==> config.mk <==
export PLATFORM = sky130hd
export DESIGN_NAME = alu_mc
export DESIGN_NICKNAME = d
export VERILOG_FILES = /design/src/rtl/alu_pkg.sv /design/src/rtl/alu_muldiv_iter.sv /design/src/rtl/alu_mc.sv
export SDC_FILE = /design/constraint.sdc
export NUM_CORES = 1
export LEC_CHECK = 0
export CORE_UTILIZATION = 50
export DETAILED_ROUTE_END_ITERATION = 10
export PLACE_DENSITY = 0.81
export SLEW_MARGIN = 30
export SYNTH_ARGS = -nofsm -noshare
export SYNTH_HDL_FRONTEND = slang
export SYNTH_SLANG_ARGS = --single-unit
==> constraint.sdc <==
create_clock -name clk -period 0.8 [get_ports clk]
set_clock_uncertainty 0.05 [all_clocks]
set_input_delay 0.2 -clock clk [delete_from_list [all_inputs] [get_ports clk]]
set_output_delay 0.2 -clock clk [all_outputs]
set_load 0.005 [all_outputs]
==> src/rtl/alu_pkg.sv <==
// Shared opcode encodings and FSM state type for the multi-cycle ALU.
package alu_pkg;

   localparam int unsigned OP_W = 3;

   localparam logic [OP_W-1:0] OP_ADD   = 3'b000;
   localparam logic [OP_W-1:0] OP_SUB   = 3'b001;
   localparam logic [OP_W-1:0] OP_AND   = 3'b010;
   localparam logic [OP_W-1:0] OP_OR    = 3'b011;
   localparam logic [OP_W-1:0] OP_SLT   = 3'b100;
   localparam logic [OP_W-1:0] OP_XOR   = 3'b101;
   localparam logic [OP_W-1:0] OP_MULTU = 3'b110;
   localparam logic [OP_W-1:0] OP_DIVU  = 3'b111;

   typedef enum logic [0:0] {
      ST_IDLE,
      ST_RUN
   } state_t;

endpackage

==> src/rtl/alu_muldiv_iter.sv <==
// Iterative unsigned shift-add multiplier / restoring divider, one step per cycle.
// lo/hi present the result of the step being taken this cycle; valid when fin=1.
module alu_muldiv_iter #(
   parameter int unsigned WIDTH = 32
) (
   input  logic             clk,
   input  logic             rst_n,
   input  logic             go,
   input  logic             is_div,
   input  logic [WIDTH-1:0] a,
   input  logic [WIDTH-1:0] b,
   output logic             fin,
   output logic [WIDTH-1:0] lo,
   output logic [WIDTH-1:0] hi
);

   localparam int unsigned CW = $clog2(WIDTH);
   localparam logic [CW-1:0] LAST = CW'(WIDTH - 1);

   logic [WIDTH-1:0] acc_q, acc_d;
   logic [WIDTH-1:0] sh_q, sh_d;
   logic [WIDTH-1:0] opnd_q;
   logic             div_q;
   logic             run_q;
   logic [CW-1:0]    cnt_q;

   logic [WIDTH:0]   msum;
   logic [WIDTH:0]   dshift;
   logic [WIDTH:0]   ddiff;

   always_comb begin
      msum   = {1'b0, acc_q} + (sh_q[0] ? {1'b0, opnd_q} : '0);
      dshift = {acc_q, sh_q[WIDTH-1]};
      ddiff  = dshift - {1'b0, opnd_q};
      acc_d  = msum[WIDTH:1];
      sh_d   = {msum[0], sh_q[WIDTH-1:1]};
      if (div_q) begin
         // Restore (keep the shifted remainder) when the trial subtraction borrows.
         if (!ddiff[WIDTH]) begin
            acc_d = ddiff[WIDTH-1:0];
            sh_d  = {sh_q[WIDTH-2:0], 1'b1};
         end else begin
            acc_d = dshift[WIDTH-1:0];
            sh_d  = {sh_q[WIDTH-2:0], 1'b0};
         end
      end
   end

   assign fin = run_q && (cnt_q == LAST);
   assign lo  = sh_d;
   assign hi  = acc_d;

   always_ff @(posedge clk or negedge rst_n) begin
      if (!rst_n) begin
         acc_q  <= '0;
         sh_q   <= '0;
         opnd_q <= '0;
         div_q  <= 1'b0;
         run_q  <= 1'b0;
         cnt_q  <= '0;
      end else if (go) begin
         acc_q  <= '0;
         sh_q   <= a;
         opnd_q <= b;
         div_q  <= is_div;
         run_q  <= 1'b1;
         cnt_q  <= '0;
      end else if (run_q) begin
         acc_q <= acc_d;
         sh_q  <= sh_d;
         cnt_q <= cnt_q + 1'b1;
         if (fin) run_q <= 1'b0;
      end
   end

endmodule

==> src/rtl/alu_mc.sv <==
// Multi-cycle ALU with start/busy/done handshake and HI/LO results.
// Define ALU_MULDIV_EN to build the iterative MULTU/DIVU core; otherwise 110/111 flag ill_op.
module alu_mc
   import alu_pkg::*;
#(
   parameter int unsigned WIDTH = 32
) (
   input  logic             clk,
   input  logic             rst_n,
   input  logic             start,
   input  logic [WIDTH-1:0] A,
   input  logic [WIDTH-1:0] B,
   input  logic [OP_W-1:0]  option,
   output logic             busy,
   output logic             done,
   output logic [WIDTH-1:0] out,
   output logic [WIDTH-1:0] hi,
   output logic             zero,
   output logic             ovf,
   output logic             ill_op
);

   state_t           state_q;
   logic [WIDTH-1:0] sum, diff;
   logic [WIDTH-1:0] res, hi_res;
   logic             ovf_res, ill_res;
   logic             start_iter;

   always_comb begin
      sum     = A + B;
      diff    = A - B;
      res     = '0;
      hi_res  = '0;
      ovf_res = 1'b0;
      ill_res = 1'b0;
      case (option)
         OP_ADD: begin
            res     = sum;
            ovf_res = (A[WIDTH-1] == B[WIDTH-1]) && (sum[WIDTH-1] != A[WIDTH-1]);
         end
         OP_SUB: begin
            res     = diff;
            ovf_res = (A[WIDTH-1] != B[WIDTH-1]) && (diff[WIDTH-1] != A[WIDTH-1]);
         end
         OP_AND: res = A & B;
         OP_OR:  res = A | B;
         OP_SLT: res = {{(WIDTH-1){1'b0}}, ($signed(A) < $signed(B))};
         OP_XOR: res = A ^ B;
`ifdef ALU_MULDIV_EN
         // Only reached with B=0: product is 0, quotient saturates, remainder is A.
         OP_MULTU: res = '0;
         OP_DIVU: begin
            res    = '1;
            hi_res = A;
         end
`else
         OP_MULTU: ill_res = 1'b1;
         OP_DIVU:  ill_res = 1'b1;
`endif
         default: res = '0;
      endcase
   end

`ifdef ALU_MULDIV_EN
   logic             core_fin;
   logic [WIDTH-1:0] core_lo, core_hi;

   assign start_iter = (option == OP_MULTU || option == OP_DIVU) && (B != '0);
   assign busy       = (state_q == ST_RUN);

   alu_muldiv_iter #(
      .WIDTH (WIDTH)
   ) u_iter (
      .clk    (clk),
      .rst_n  (rst_n),
      .go     (start && !busy && start_iter),
      .is_div (option == OP_DIVU),
      .a      (A),
      .b      (B),
      .fin    (core_fin),
      .lo     (core_lo),
      .hi     (core_hi)
   );
`else
   logic             core_fin;
   logic [WIDTH-1:0] core_lo, core_hi;

   assign start_iter = 1'b0;
   assign busy       = 1'b0;
   assign core_fin   = 1'b0;
   assign core_lo    = '0;
   assign core_hi    = '0;
`endif

   always_ff @(posedge clk or negedge rst_n) begin
      if (!rst_n) begin
         state_q <= ST_IDLE;
         done    <= 1'b0;
         out     <= '0;
         hi      <= '0;
         zero    <= 1'b0;
         ovf     <= 1'b0;
         ill_op  <= 1'b0;
      end else begin
         done <= 1'b0;
         case (state_q)
            ST_IDLE: begin
               if (start) begin
                  if (start_iter) begin
                     state_q <= ST_RUN;
                  end else begin
                     out    <= res;
                     hi     <= hi_res;
                     zero   <= (res == '0);
                     ovf    <= ovf_res;
                     ill_op <= ill_res;
                     done   <= 1'b1;
                  end
               end
            end
            ST_RUN: begin
               if (core_fin) begin
                  out     <= core_lo;
                  hi      <= core_hi;
                  zero    <= (core_lo == '0);
                  ovf     <= 1'b0;
                  ill_op  <= 1'b0;
                  done    <= 1'b1;
                  state_q <= ST_IDLE;
               end
            end
            default: state_q <= ST_IDLE;
         endcase
      end
   end

endmodule
==> results of run 1 <==
==> logic make-up after synthesis <==
kind of cell / count (synthesis)
and+or+nand+nor: 301
xor gates and xnor gates: 9
buffers and inverters: 200
adders and majority gates: 103
DFF: 36
other: 1
muxes: 26
AOI/OAI and AO/OA: 334
==> synthesized netlist by cell type, drive strengths merged, types with 4 or more instances <==
cell type	count	area share, %
o41ai	5	0.80
nand2b	15	1.3
nand2	65	3.3
o21a	4	0.41
or4	4	0.41
clkbuf	27	1.4
mux2	13	2.0
or3	5	0.56
a221o	4	0.54
o21ai	46	3.3
a221oi	5	0.68
a31oi	16	1.4
a21oi	93	6.4
mux2i	12	1.6
buf	64	5.9
a2111oi	5	0.76
ha	101	17
nor2b	10	0.85
inv	109	5.5
o311ai	9	1.6
a21boi	5	0.51
nand3	32	2.2
o221ai	4	0.47
o21bai	6	0.61
o211ai	24	2.4
a211oi	24	2.6
nor2	97	5.0
o31ai	22	2.3
and2	5	0.42
a21o	13	1.3
nor4	16	1.7
o22ai	8	0.68
nor3	23	1.6
nand4	9	0.76
a211o	5	0.59
xnor2	9	1.1
a22oi	7	0.78
and3	5	0.42
dfrtp	36	12
o2bb2ai	4	0.47
==> stage by stage <==
stage | setup TNS [ns] | cells | hold WS, ns | instance area, µm² | util [%]
2_1_floorplan | -49.15 | 1042 | -0.146 | 7950 | -
3_3_place_gp | -95.79 | 1625 | 0.439 | 11600 | 80.0
3_5_place_dp | -98.64 | 1625 | 0.447 | 11600 | 80.0
4_1_cts | -67.13 | 1715 | 0.258 | 13400 | 92.7
==> timing repair <==
action / CTS
resized for setup: 576
buffers inserted: 92
cloned: 1
pin swaps: 106
setup endpoints to repair: 71
==> key figures, run 1 <==
Logic synthesis
  – Largest family of logic cells by synthesized area: compound AO/OA/AOI/OAI gates
  – Post-synth top flop: dfrtp_1
  – Synth Area in Compound Gates: 32.0%
  – Mapped cell area: 0.00738 mm²
  – Ys Warns: 0
  – Sequential element share of the synthesized area: 12.2%
  – Mux cell area share after synthesis: 3.92%
  – Synth Instances: 1010
  – Yosys cell types: 94
  – Post-Synth Simple-Gate Area: 20.3%
  – Synth Area in XOR/XNOR: 1.07%
  – Post-synth EDFFs: 0
  – Synthesized flop and latch total: 36
  – Post-synthesis adder-cell area fraction: 17.7%
  – Avg Cell Area, Syn: 7.31 µm²
  – Asr flop ratio synth: 100%

CTS
  – CTS max path bufs: 2
  – H-tree Lvls: 2
  – Cts hold-fix bufs: 0
  – CTS Sinks: 36
  – CTS Buf Count: 5
  – Root buffer cell: clkbuf_16

STA
  – Worst endpoint type: register data pin
  – Worst_ep grt: zero$_DFFE_PN0P_/D

Outcome
  – Status: did not finish
  – Failed at: global routing
  – Tool Error: [ERROR DPL-0038] Utilization greater than 100%, impossible to legalize

Placement
  – Pre-CTS worst setup slack: -3.19 ns
  – Post-DP HPWL: 25500 µm
  – Port Buffers: 105
  – GPL Wtd Cong: 1.09

Floorplanning
  – FP Rows: 44
  – Chip Height: 123 µm
  – Die W: 123 µm
  – # IOs: 139
  – Initial Utilization: 51.0%

Global routing
  – Largest net degree at the start of global routing: 58
==> inputs of run 2 (changes only) <==
--- a/config.mk
+++ b/config.mk
@@ -5,9 +5,9 @@
 export SDC_FILE = /design/constraint.sdc
 export NUM_CORES = 1
 export LEC_CHECK = 0
-export CORE_UTILIZATION = 50
+export CORE_UTILIZATION = 40
 export DETAILED_ROUTE_END_ITERATION = 10
-export PLACE_DENSITY = 0.81
+export PLACE_DENSITY_LB_ADDON = 0.15
 export SLEW_MARGIN = 30
 export SYNTH_ARGS = -nofsm -noshare
 export SYNTH_HDL_FRONTEND = slang
==> constraint.sdc (replaced) <==
create_clock -name clk -period 1 [get_ports clk]
set_clock_uncertainty 0.05 [all_clocks]
set_input_delay 0.25 -clock clk [delete_from_list [all_inputs] [get_ports clk]]
set_output_delay 0.25 -clock clk [all_outputs]
set_load 0.005 [all_outputs]
==> run 2 against run 1 <==
The flow now finishes, with violations (setup timing). Synthesized cell count unchanged. Area after synthesis did not move.
==> key figures, run 2 <==
Outcome
  – Status: complete, but fails checks
  – Failing checks: setup timing

Placement
  – GPL Wtd Cong: 1.05 (-4.4%)
  – Placed cell count: 1681 (+3.4%)
  – Port Buffers: 105 (unchanged)
  – Pre-CTS worst setup slack: -3.10 ns (+0.0894 ns)
  – Post-DP HPWL: 25800 µm (+1.2%)

Power and ir drop
  – Gate power share: 73.2%
  – Seq pwr share: 14.2%
  – Cell area power density: 860 mW/mm²
  – Switching Share: 40.5%
  – Clk network pwr share: 12.6%
  – Lkg Pwr: 6.75 nW
  – Internal cell power: 7.50 mW
  – VDD IR max: 0.00160 V
  – Net switching power: 5.12 mW

Finish
  – Most used cells in the layout excluding fill and tap cells: buf_4, buf_6, nor2_1
  – Fraction of layout cells with a size suffix above 1: 59.5%
  – Most common cell after layout, fill and taps aside: buf_4
  – Fill cell count: 1152
  – Post-layout util: 81.4%
  – Finished Layout Cells: 1813
  – Ant. Diodes: 0
  – Largest register FFs: 32
  – Reg with most FFs: out
  – Layout Area Growth over Synthesis: 98.7%
  – Nets@finish: 1757

Min path
  – Min-delay worst type: in -> async

Drt
  – WL/cell: 19.6 µm
  – 1st-iter DRT viols: 979
  – Vias/cell: 5.75
  – Routed WL: 35600 µm
  – 1st-pass router iterations: 7
  – DRT antenna net count: 0
  – Via count: 10400
  – DRC Markers: 0

STA
  – Slew Viols, Final: 0
  – Final setup margin: -2.32 ns
  – Rel. slew slack: 55.4%
  – Max Clk Rate: 301 MHz
  – Clock period minus final worst setup slack: 3.32 ns
  – Hold Fails Final Rpt: 0
  – Setup TNS: -58.08 ns
  – Unrepaired setup endpoints after global routing: true
  – Worst-margin pin slew: 0.662 ns
  – Final Setup Violations: 70
  – Fin crit share: 332%

Global routing
  – Gr ovfl total: 0
  – First-pass GRT wire length: 50900 µm
  – Initial antenna violation count: 1
  – Largest net degree at the start of global routing: 58
  – Vias in the first global route: 9711
  – Total GRT Usage: 34.8%

Logic synthesis
  – Most common cell in the netlist: inv_1
  – Synthesized flop and latch total: 36 (unchanged)
  – Synth top area cells: ha_1, dfrtp_1, a21oi_1, inv_1, nor2_1
  – Yosys cell types: 94 (unchanged)
  – Most common library cells after synthesis: inv_1, ha_1, nor2_1
  – Area share of the largest cell type after synthesis: 17.1% (unchanged)
  – Post-synth top flop: dfrtp_1
  – Asr flop ratio synth: 100% (unchanged)
  – Sequential element share of the synthesized area: 12.2% (unchanged)
  – Synth Instances: 1010 (unchanged)
  – Ys Warns: 0 (unchanged)
  – Post-synth EDFFs: 0 (unchanged)
  – Largest area contributor in the synthesized netlist: ha_1
  – Mapped cell area: 0.00738 mm² (unchanged)
  – Avg Cell Area, Syn: 7.31 µm² (unchanged)

Critical path
  – Reg-to-reg endpoint: ovf$_DFFE_PN0P_
  – Crit. End Element: register
  – CP startpoint kind: input port
  – R2R Path Start: ovf$_DFFE_PN0P_
  – Reg2Reg Depth: 3
  – CP Class: in -> reg
  – CP arrival: 3.45 ns
  – Reg2reg setup slack: -0.06 ns
  – Worst-path fanout max: 3
  – Req. time, crit path: 1.13 ns

Floorplanning
  – # IOs: 139 (unchanged)
  – Die area: 0.0190 mm²
  – Initial Utilization: 40.9% (-10 points)
  – Chip Height: 138 µm (+12%)
  – FP Rows: 49 (+11%)
  – Total core area: 0.0180 mm²
  – Die W: 138 µm (+12%)

CTS
  – CTS tree: done
  – CTS max path bufs: 2 (unchanged)
  – Cts hold-fix bufs: 0 (unchanged)
  – Worst-path clk slew: 0.05 ns
  – Later-pin clock latency in the skew report: 0.28 ns
  – CTS Buf Count: 5 (unchanged)
  – H-tree Lvls: 2 (unchanged)
  – Root buffer cell: clkbuf_16
  – CTS Sinks: 36 (unchanged)

Run
  – Max Cap Violations: 0
==> run 2: cell counts after synthesis <==
No cell type changed its count.
==> run 2: worst max-delay path by stage <==
stage          start  slack, ns               end
2_1_floorplan   A[1]      -2.06   ovf$_DFFE_PN0P_
3_3_place_gp    B[8]      -3.03   ovf$_DFFE_PN0P_
3_5_place_dp    B[8]      -3.10   ovf$_DFFE_PN0P_
4_1_cts         A[0]      -2.29   ovf$_DFFE_PN0P_
5_1_grt         A[0]      -2.43  zero$_DFFE_PN0P_
6_report        A[0]      -2.32  zero$_DFFE_PN0P_
==> run 2: cells by family after synthesis <==
group	share of synthesized area (%)
compound gates	32.0
xor+xnor	1.07
fa+ha+maj	17.7
buf+inv	12.8
flops	12.2
mux	3.92
other cells	0.0508
simple gates	20.3
==> run 2: final cells by class <==
type / instances / area (µm²) / area share, %
inverter: 109 / 484 / 3.30
clock buffer: 7 / 153 / 1.04
tap: 229 / 287 / 1.95
sequential: 36 / 901 / 6.14
timing repair buffer: 626 / 5150 / 35.1
multi-input combinational: 806 / 7690 / 52.4
==> run 2: stage by stage <==
| stage | total power [mW] | hold slack [ns] | area [µm²] |
|---|---|---|---|
| 5_1_grt | 13.2 | 0.323 | 14700 |
| 6_report | 12.6 | 0.298 | 14700 |
| 2_1_floorplan | 5.01 | -0.0956 | 7950 |
| 3_5_place_dp | 8.65 | 0.446 | 11700 |
| 3_3_place_gp | 8.59 | 0.440 | 11700 |
| 4_1_cts | 11.5 | 0.308 | 13600 |
==> run 2: power groups by stage <==
stage               Clock [mW]  Sequential (mW)  Combinational, mW
finish                    1.59             1.79               9.23
global placement             0             1.82               6.77
global route              1.67             1.82               9.75
detailed placement           0             1.83               6.82
CTS                       1.61             1.79               8.10
floorplan                    0             1.84               3.18
==> run 2: repair_timing <==
item / CTS / global route
setup buffers: 93 / 65
setup endpoints to repair: 71 / 71
hold endpoints to repair: 0 / 0
pin swaps: 143 / 142
resized for setup: 580 / 204
==> run 2: routing by layer <==
metal  vias up  GRT usage [%]  share of wire [%]
met2       555           58.2                 47
li1       4740              -                  -
met4         2           9.18                3.0
met5         -              0              0.051
met3       120           5.11                8.8
met1      5002           46.5                 41
==> run 2: critical path, stage by stage <==
cell and delay [ns]:
buf_12 0.11, inv_12 0.04, ha_4 0.14, buf_4 0.11, buf_6 0.09, nor2_4 0.04, o311ai_4 0.27, a2111o_1 0.32
nand3_2 0.10, o311a_1 0.34, or3_4 0.41, buf_6 0.14, o41ai_4 0.24, o22ai_2 0.16, nor4_2 0.28, nand3_1 0.12
o41ai_2 0.28
No activity file was read; power rests on OpenSTA's default activity.
